<file path="config.mk">
export PLATFORM = sky130hd
export DESIGN_NAME = instr_fetch_queue
export DESIGN_NICKNAME = d
export VERILOG_FILES = /design/src/rtl/fetch_pkg.sv /design/src/rtl/fetch_fifo.sv /design/src/rtl/instr_fetch_queue.sv
export SDC_FILE = /design/constraint.sdc
export NUM_CORES = 1
export LEC_CHECK = 0
export CORE_AREA = 3 3 168 170
export DETAILED_ROUTE_END_ITERATION = 12
export DIE_AREA = 0 0 171 173
export PLACE_DENSITY = 0.72
export SYNTH_ARGS = -nofsm -noshare
export SYNTH_HDL_FRONTEND = slang
export SYNTH_HIERARCHICAL = 1
export SYNTH_SLANG_ARGS = --single-unit
</file>
<file path="constraint.sdc">
create_clock -name clk_i -period 4.5 [get_ports clk_i]
set_input_delay 1.35 -clock clk_i [delete_from_list [all_inputs] [get_ports clk_i]]
set_output_delay 1.35 -clock clk_i [all_outputs]
set_load 0.01 [all_outputs]
</file>
<file path="src/rtl/fetch_pkg.sv">
// Shared constants and the {pc, instr} entry type for the instruction fetch queue.
package fetch_pkg;

  localparam int unsigned ADDR_W  = 32;
  localparam int unsigned INSTR_W = 32;
  localparam int unsigned ENTRY_W = ADDR_W + INSTR_W;

  localparam logic [ADDR_W-1:0]  PC_STEP = 32'd4;
  localparam logic [INSTR_W-1:0] NOP     = 32'h0000_0000;

  typedef struct packed {
    logic [ADDR_W-1:0]  pc;
    logic [INSTR_W-1:0] instr;
  } fetch_entry_t;

  // Instructions are word aligned; the low two address bits never reach the PC.
  function automatic logic [ADDR_W-1:0] align_pc(input logic [ADDR_W-1:0] pc);
    return {pc[ADDR_W-1:2], 2'b00};
  endfunction

endpackage

</file>
<file path="src/rtl/fetch_fifo.sv">
// Circular buffer of fetch entries with a separate occupancy counter and a
// synchronous flush that empties the queue and rewinds both pointers.
module fetch_fifo #(
  parameter int unsigned DEPTH = 4,
  parameter int unsigned WIDTH = 64,
  localparam int unsigned PTR_W = $clog2(DEPTH),
  localparam int unsigned LVL_W = PTR_W + 1
) (
  input  logic             clk_i,
  input  logic             rst_i,
  input  logic             flush_i,
  input  logic             push_i,
  input  logic             pop_i,
  input  logic [WIDTH-1:0] wdata_i,
  output logic [WIDTH-1:0] rdata_o,
  output logic [LVL_W-1:0] level_o
);

  logic [WIDTH-1:0] mem_q [DEPTH];
  logic [PTR_W-1:0] rd_ptr_q, rd_ptr_d;
  logic [PTR_W-1:0] wr_ptr_q, wr_ptr_d;
  logic [LVL_W-1:0] level_q, level_d;
  logic             pop_ok_s;
  logic             push_ok_s;

  // Guard against underflow/overflow even if the caller misbehaves.
  assign pop_ok_s  = pop_i & ~flush_i & (level_q != {LVL_W{1'b0}});
  assign push_ok_s = push_i & ~flush_i & ((level_q < LVL_W'(DEPTH)) | pop_ok_s);

  always_comb begin
    rd_ptr_d = rd_ptr_q;
    wr_ptr_d = wr_ptr_q;
    level_d  = level_q;
    if (flush_i) begin
      rd_ptr_d = {PTR_W{1'b0}};
      wr_ptr_d = {PTR_W{1'b0}};
      level_d  = {LVL_W{1'b0}};
    end else begin
      if (push_ok_s) begin
        wr_ptr_d = wr_ptr_q + PTR_W'(1);
      end else begin
        wr_ptr_d = wr_ptr_q;
      end
      if (pop_ok_s) begin
        rd_ptr_d = rd_ptr_q + PTR_W'(1);
      end else begin
        rd_ptr_d = rd_ptr_q;
      end
      case ({push_ok_s, pop_ok_s})
        2'b10:   level_d = level_q + LVL_W'(1);
        2'b01:   level_d = level_q - LVL_W'(1);
        default: level_d = level_q;
      endcase
    end
  end

  always_ff @(posedge clk_i or posedge rst_i) begin
    if (rst_i) begin
      rd_ptr_q <= {PTR_W{1'b0}};
      wr_ptr_q <= {PTR_W{1'b0}};
      level_q  <= {LVL_W{1'b0}};
    end else begin
      rd_ptr_q <= rd_ptr_d;
      wr_ptr_q <= wr_ptr_d;
      level_q  <= level_d;
    end
  end

  // Storage needs no reset: every read is qualified by a non-zero level.
  always_ff @(posedge clk_i) begin
    if (push_ok_s) begin
      mem_q[wr_ptr_q] <= wdata_i;
    end
  end

  assign rdata_o = mem_q[rd_ptr_q];
  assign level_o = level_q;

endmodule

</file>
<file path="src/rtl/instr_fetch_queue.sv">
// Fetch stage: owns the fetch PC, reads instruction memory and queues
// {pc, instr} pairs for decode; a redirect flushes and restarts fetch.
module instr_fetch_queue
  import fetch_pkg::*;
#(
  parameter int unsigned DEPTH    = 4,
  parameter logic [31:0] RESET_PC = 32'h0000_0000,
  localparam int unsigned LVL_W   = $clog2(DEPTH) + 1
) (
  input  logic              clk_i,
  input  logic              rst_i,
  output logic [31:0]       imem_addr_o,
  input  logic [31:0]       imem_instr_i,
  input  logic              redirect_i,
  input  logic [31:0]       redirect_pc_i,
  output logic              valid_o,
  input  logic              ready_i,
  output logic [31:0]       instr_o,
  output logic [31:0]       pc_o,
  output logic [31:0]       pc_plus4_o,
  output logic [LVL_W-1:0]  level_o
);

  logic [ADDR_W-1:0] fetch_pc_q, fetch_pc_d;
  logic [LVL_W-1:0]  level_s;
  logic              has_entry_s;
  logic              pop_s;
  logic              push_s;
  fetch_entry_t      wr_entry_s;
  fetch_entry_t      head_s;
  logic [ENTRY_W-1:0] head_raw_s;

  assign has_entry_s = (level_s != {LVL_W{1'b0}});
  assign valid_o     = has_entry_s & ~redirect_i;
  assign pop_s       = valid_o & ready_i;
  assign push_s      = ~redirect_i & ((level_s < LVL_W'(DEPTH)) | pop_s);

  assign wr_entry_s.pc    = fetch_pc_q;
  assign wr_entry_s.instr = imem_instr_i;

  always_comb begin
    fetch_pc_d = fetch_pc_q;
    if (redirect_i) begin
      fetch_pc_d = align_pc(redirect_pc_i);
    end else if (push_s) begin
      fetch_pc_d = fetch_pc_q + PC_STEP;
    end else begin
      fetch_pc_d = fetch_pc_q;
    end
  end

  always_ff @(posedge clk_i or posedge rst_i) begin
    if (rst_i) begin
      fetch_pc_q <= RESET_PC;
    end else begin
      fetch_pc_q <= fetch_pc_d;
    end
  end

  fetch_fifo #(
    .DEPTH (DEPTH),
    .WIDTH (ENTRY_W)
  ) u_fifo (
    .clk_i   (clk_i),
    .rst_i   (rst_i),
    .flush_i (redirect_i),
    .push_i  (push_s),
    .pop_i   (pop_s),
    .wdata_i (wr_entry_s),
    .rdata_o (head_raw_s),
    .level_o (level_s)
  );

  // Head fields are gated by stored occupancy so an empty queue shows zeros.
  assign head_s      = fetch_entry_t'(head_raw_s);
  assign instr_o     = has_entry_s ? head_s.instr : NOP;
  assign pc_o        = has_entry_s ? head_s.pc : 32'h0000_0000;
  assign pc_plus4_o  = pc_o + PC_STEP;
  assign imem_addr_o = fetch_pc_q;
  assign level_o     = level_s;

endmodule

</file>
==> summary.md <==
| Metric | Value |
|---|---|
| Crit path capture type | output port |
| TNS Setup | -0.7667 ns |
| Vias in the first global route | ~8600 |
| Critical-path top delay cell | or4_4 |
| DP Cell Count | ~1400 |
| DR iter-0 viols | 585 |
| Hold buffers post-CTS | 0 |
| Top_reg_cell synth | edfxtp_1 |
| Synth area leader | edfxtp_1 |
| Die width | 171 um |
| Synth top area share | about three fifths |
| Initial Utilization | around 48% |
| Power share of the combinational group | roughly an eighth |
| Nets | ~1200 |
| Placer Congestion | approximately 0.83 |
| WS Path Type | reg -> out |
| Final WS setup | -0.1678 ns |
| Worst Path Required | roughly 3.2 ns |
| Max Cap Viol | 0 |
| Via count | slightly above 8000 |
| WL/cell | 21.67 um |
| Layout cells sized above 1 | between 20% and 30% |
| Via/cell ratio | about 5.7 |
| Number of detailed-route iterations in the first pass | 5 |
| Max Slew Vio Count | 0 |
| Yosys warnings | 6 |
| RSZ-0062 raised after global routing | yes |
| Remaining Overflow, GRT | 0 |
| Leak | 5.857 nW |
| Ordered cell list for the critical path | buf_12 -> mux4_2 -> nand4_1 -> or4_4 -> buf_6 -> or4_4 -> xnor2_2 -> buf_2 |
| Internal Pwr Total | about 5 mW |
| CTS root buf | clkbuf_16 |
| First-pass GRT wire length | just under 50000 um |
| Final Hold Vio Count | 0 |
| Hold WC Path Type | reg -> reg |
| Clock Latency Late Sink | ~0.56 ns |
| Final setup violation count | 9 |
| Core ar. | approximately 27000 sq um |
| Number of CTS-inserted buffers | 31 |
| Relative slew margins | 59.84% |
| Setup Skew | around 0.008 ns |
| Syn Area/Cell | around 16 sq um |
| Minimum clock period | approximately 4.7 ns |
| Longest Clk Path Bufs | 3 |
| Sequential-to-total area share from yosys stat | ~67% |
| Routed met2 length | approximately 16000 um |
| Most used cell, CP | or4_4 |
| Tightest Pin Transition | 0.6024 ns |
| Antenna diodes | 0 |
| Antenna violations before repair | 0 |
| Wire length on met3 | 2115 um |
| Tot GR Track Use | between 20% and 30% |
| Number of buffers added on ports | 195 |
| Crit path buffers/inverters | 3 |
| Commonest non-fill, non-tap cell in the layout | edfxtp_1 |
| Largest cells by area after synthesis | edfxtp_1 60%, mux4_2 11%, dfrtp_1 7.2%, and2_1 3.3%, xnor2_1 1.3% |
| Failing checks | negative setup slack |
| Most frequent cells in the layout | 256 x edfxtp_1, 170 x clkdlybuf4s50_1, 80 x buf_4 |
| M1 wire length | about 13000 um |
| Reg power frac | between 50% and 60% |
| Register bit total from synthesis | about 290 |
| CP arrival | 3.32 ns |
| Non-Filler Instances | between 1000 and 1500 |
| Reg clk slew, reported paths | ~0.060 ns |
| Io pins | 200 |
| CTS tree | done |
| Psw | ~1.5 mW |
| Final ANT Viol Nets | 0 |
| Worst Path Max Fanout | 6 |
| Crit share post-route | 103.7% |
| Sw frac | 22.97% |
| Largest net degree at the start of global routing | 64 |
| Fmax | ~210 MHz |
| Area Overhead vs Synth | 31.06% |
| CP Launch Type | flop |
| Cells after Synth | 800 |
| CP max stage delay | between 0.6 and 0.7 ns |
| Status | complete, but fails checks |
| Top sig layer | met4 |
| Netlist Area Pre-Place | between 10000 and 15000 sq um |
| Cell Pwr Density | 376.6 nW/um^2 |
| H-tree depth | 1 |
| DRC | 0 |
| Row count | 60 |
| Hpwl dp | roughly 21000 um |
| Clock power share | around 38% |
| Fillers | slightly below 2000 |
| Top delay family on crit path | simple AND/OR/NAND/NOR gates |
| Height of the die | ~170 um |
| Post-synth EDFFs | approximately 260 |
| Fraction of registers with async set/reset | 12.63% |
| Detailed Route WL | roughly 31000 um |
| Netlist cell types | 54 |
| Full die area | between 20000 and 30000 sq um |
| Sink Count | 293 |
| Maximum VDD drop | between 0.2 and 0.3 mV |
==> cells in the mapped netlist, types with 15 or more instances <==
master,count
a31oi_1,15
and2_1,68
clkbuf_1,22
dfrtp_1,37
edfxtp_1,256
inv_1,17
mux4_2,64
nand2_1,35
nand3_1,20
nand4_1,25
nor2_1,34
o21ai_0,19
o31ai_1,15
xnor2_1,19
xor2_1,17
==> repair_timing <==
item	in CTS	in global routing
resized for setup	73	38
endpoints found under the setup margin	21	37
pin swaps	12	14
buffers inserted	10	5
cloned	1	0
==> through the flow <==
stage | area [sq um] | power [mW] | hold slack, ns | util, % | worst slack (ns)
floorplan | 12850 | 3.543 | 0.5607 | - | 0.08551
global placement | 15600 | 3.973 | 0.5780 | 58.03 | -0.07798
detailed placement | 15600 | 3.991 | 0.5959 | 58.03 | -0.01669
CTS | 16730 | 6.377 | 0.6065 | 62.24 | -0.1782
global route | 16790 | 6.560 | 0.6419 | 62.48 | -0.2685
finish | 16790 | 6.324 | 0.6118 | 62.48 | -0.1678
==> power groups by stage <==
stage | Combinational, mW | Sequential (mW) | Clock (mW)
after floorplan | 0.338 | 3.20 | 0
after global placement | 0.754 | 3.22 | 0
final | 0.764 | 3.17 | 2.39
after global routing | 0.825 | 3.18 | 2.55
after detailed placement | 0.763 | 3.23 | 0
after CTS | 0.766 | 3.17 | 2.44
==> logic make-up (layout without fill, tap and decap cells) <==
family / Yosys count / in the layout / share of synthesized area (%)
AO/OA/AOI/OAI: 80 / 80 / 4.160
XOR/XNOR: 36 / 36 / 2.461
adder cells (fa/ha/maj): 7 / 7 / 0.7422
buffers and inverters: 63 / 355 / 2.588
flip-flops: 293 / 293 / 67.23
multiplexers: 68 / 68 / 11.59
other: 1 / 10 / 0.02927
AND/OR/NAND/NOR: 252 / 252 / 11.20
==> layer usage <==
| metal | up-vias | global-route usage [%] |
|---|---|---|
| li1 | 3695 | - |
| met1 | 4156 | 28.03 |
| met2 | 371 | 35.98 |
| met3 | 53 | 3.498 |
| met4 | 0 | 6.103 |
| met5 | - | 0 |
==> worst paths after layout <==
check,cells after the start,from,end,slack [ns]
max in group asynchronous,3,rst_i,imem_addr_o[20],2.94
worst max register to register,8,u_fifo/level_o[1],u_fifo/level_o[2],1.58
min in group asynchronous,2,rst_i,u_fifo/wr_ptr_q[0],1.10
worst max-delay path,8,u_fifo/rd_ptr_q[0],pc_plus4_o[19],-0.17
worst min register to register,0,imem_addr_o[31],u_fifo/mem_q[1][63],0.61
worst min-delay path,0,imem_addr_o[31],u_fifo/mem_q[1][63],0.61
==> cell type report <==
class	instances	area (sq um)	area share, %
repair buffers	284	2626	15.64
multi-input cells	453	4094	24.38
well taps	341	426.7	2.541
clock buffers	45	878.3	5.231
clock inverters	9	85.08	0.5067
flip-flops and latches	293	8618	51.32
inverters	17	63.81	0.3800
==> state kept, by name, summed over array words and instances, names as in the netlist <==
signal and count:
u_fifo/level_o 3, u_fifo/mem_q 256, u_fifo/wr_ptr_q 2, imem_addr_o 30, u_fifo/rd_ptr_q 2
No activity file was read; power rests on OpenSTA's default activity.
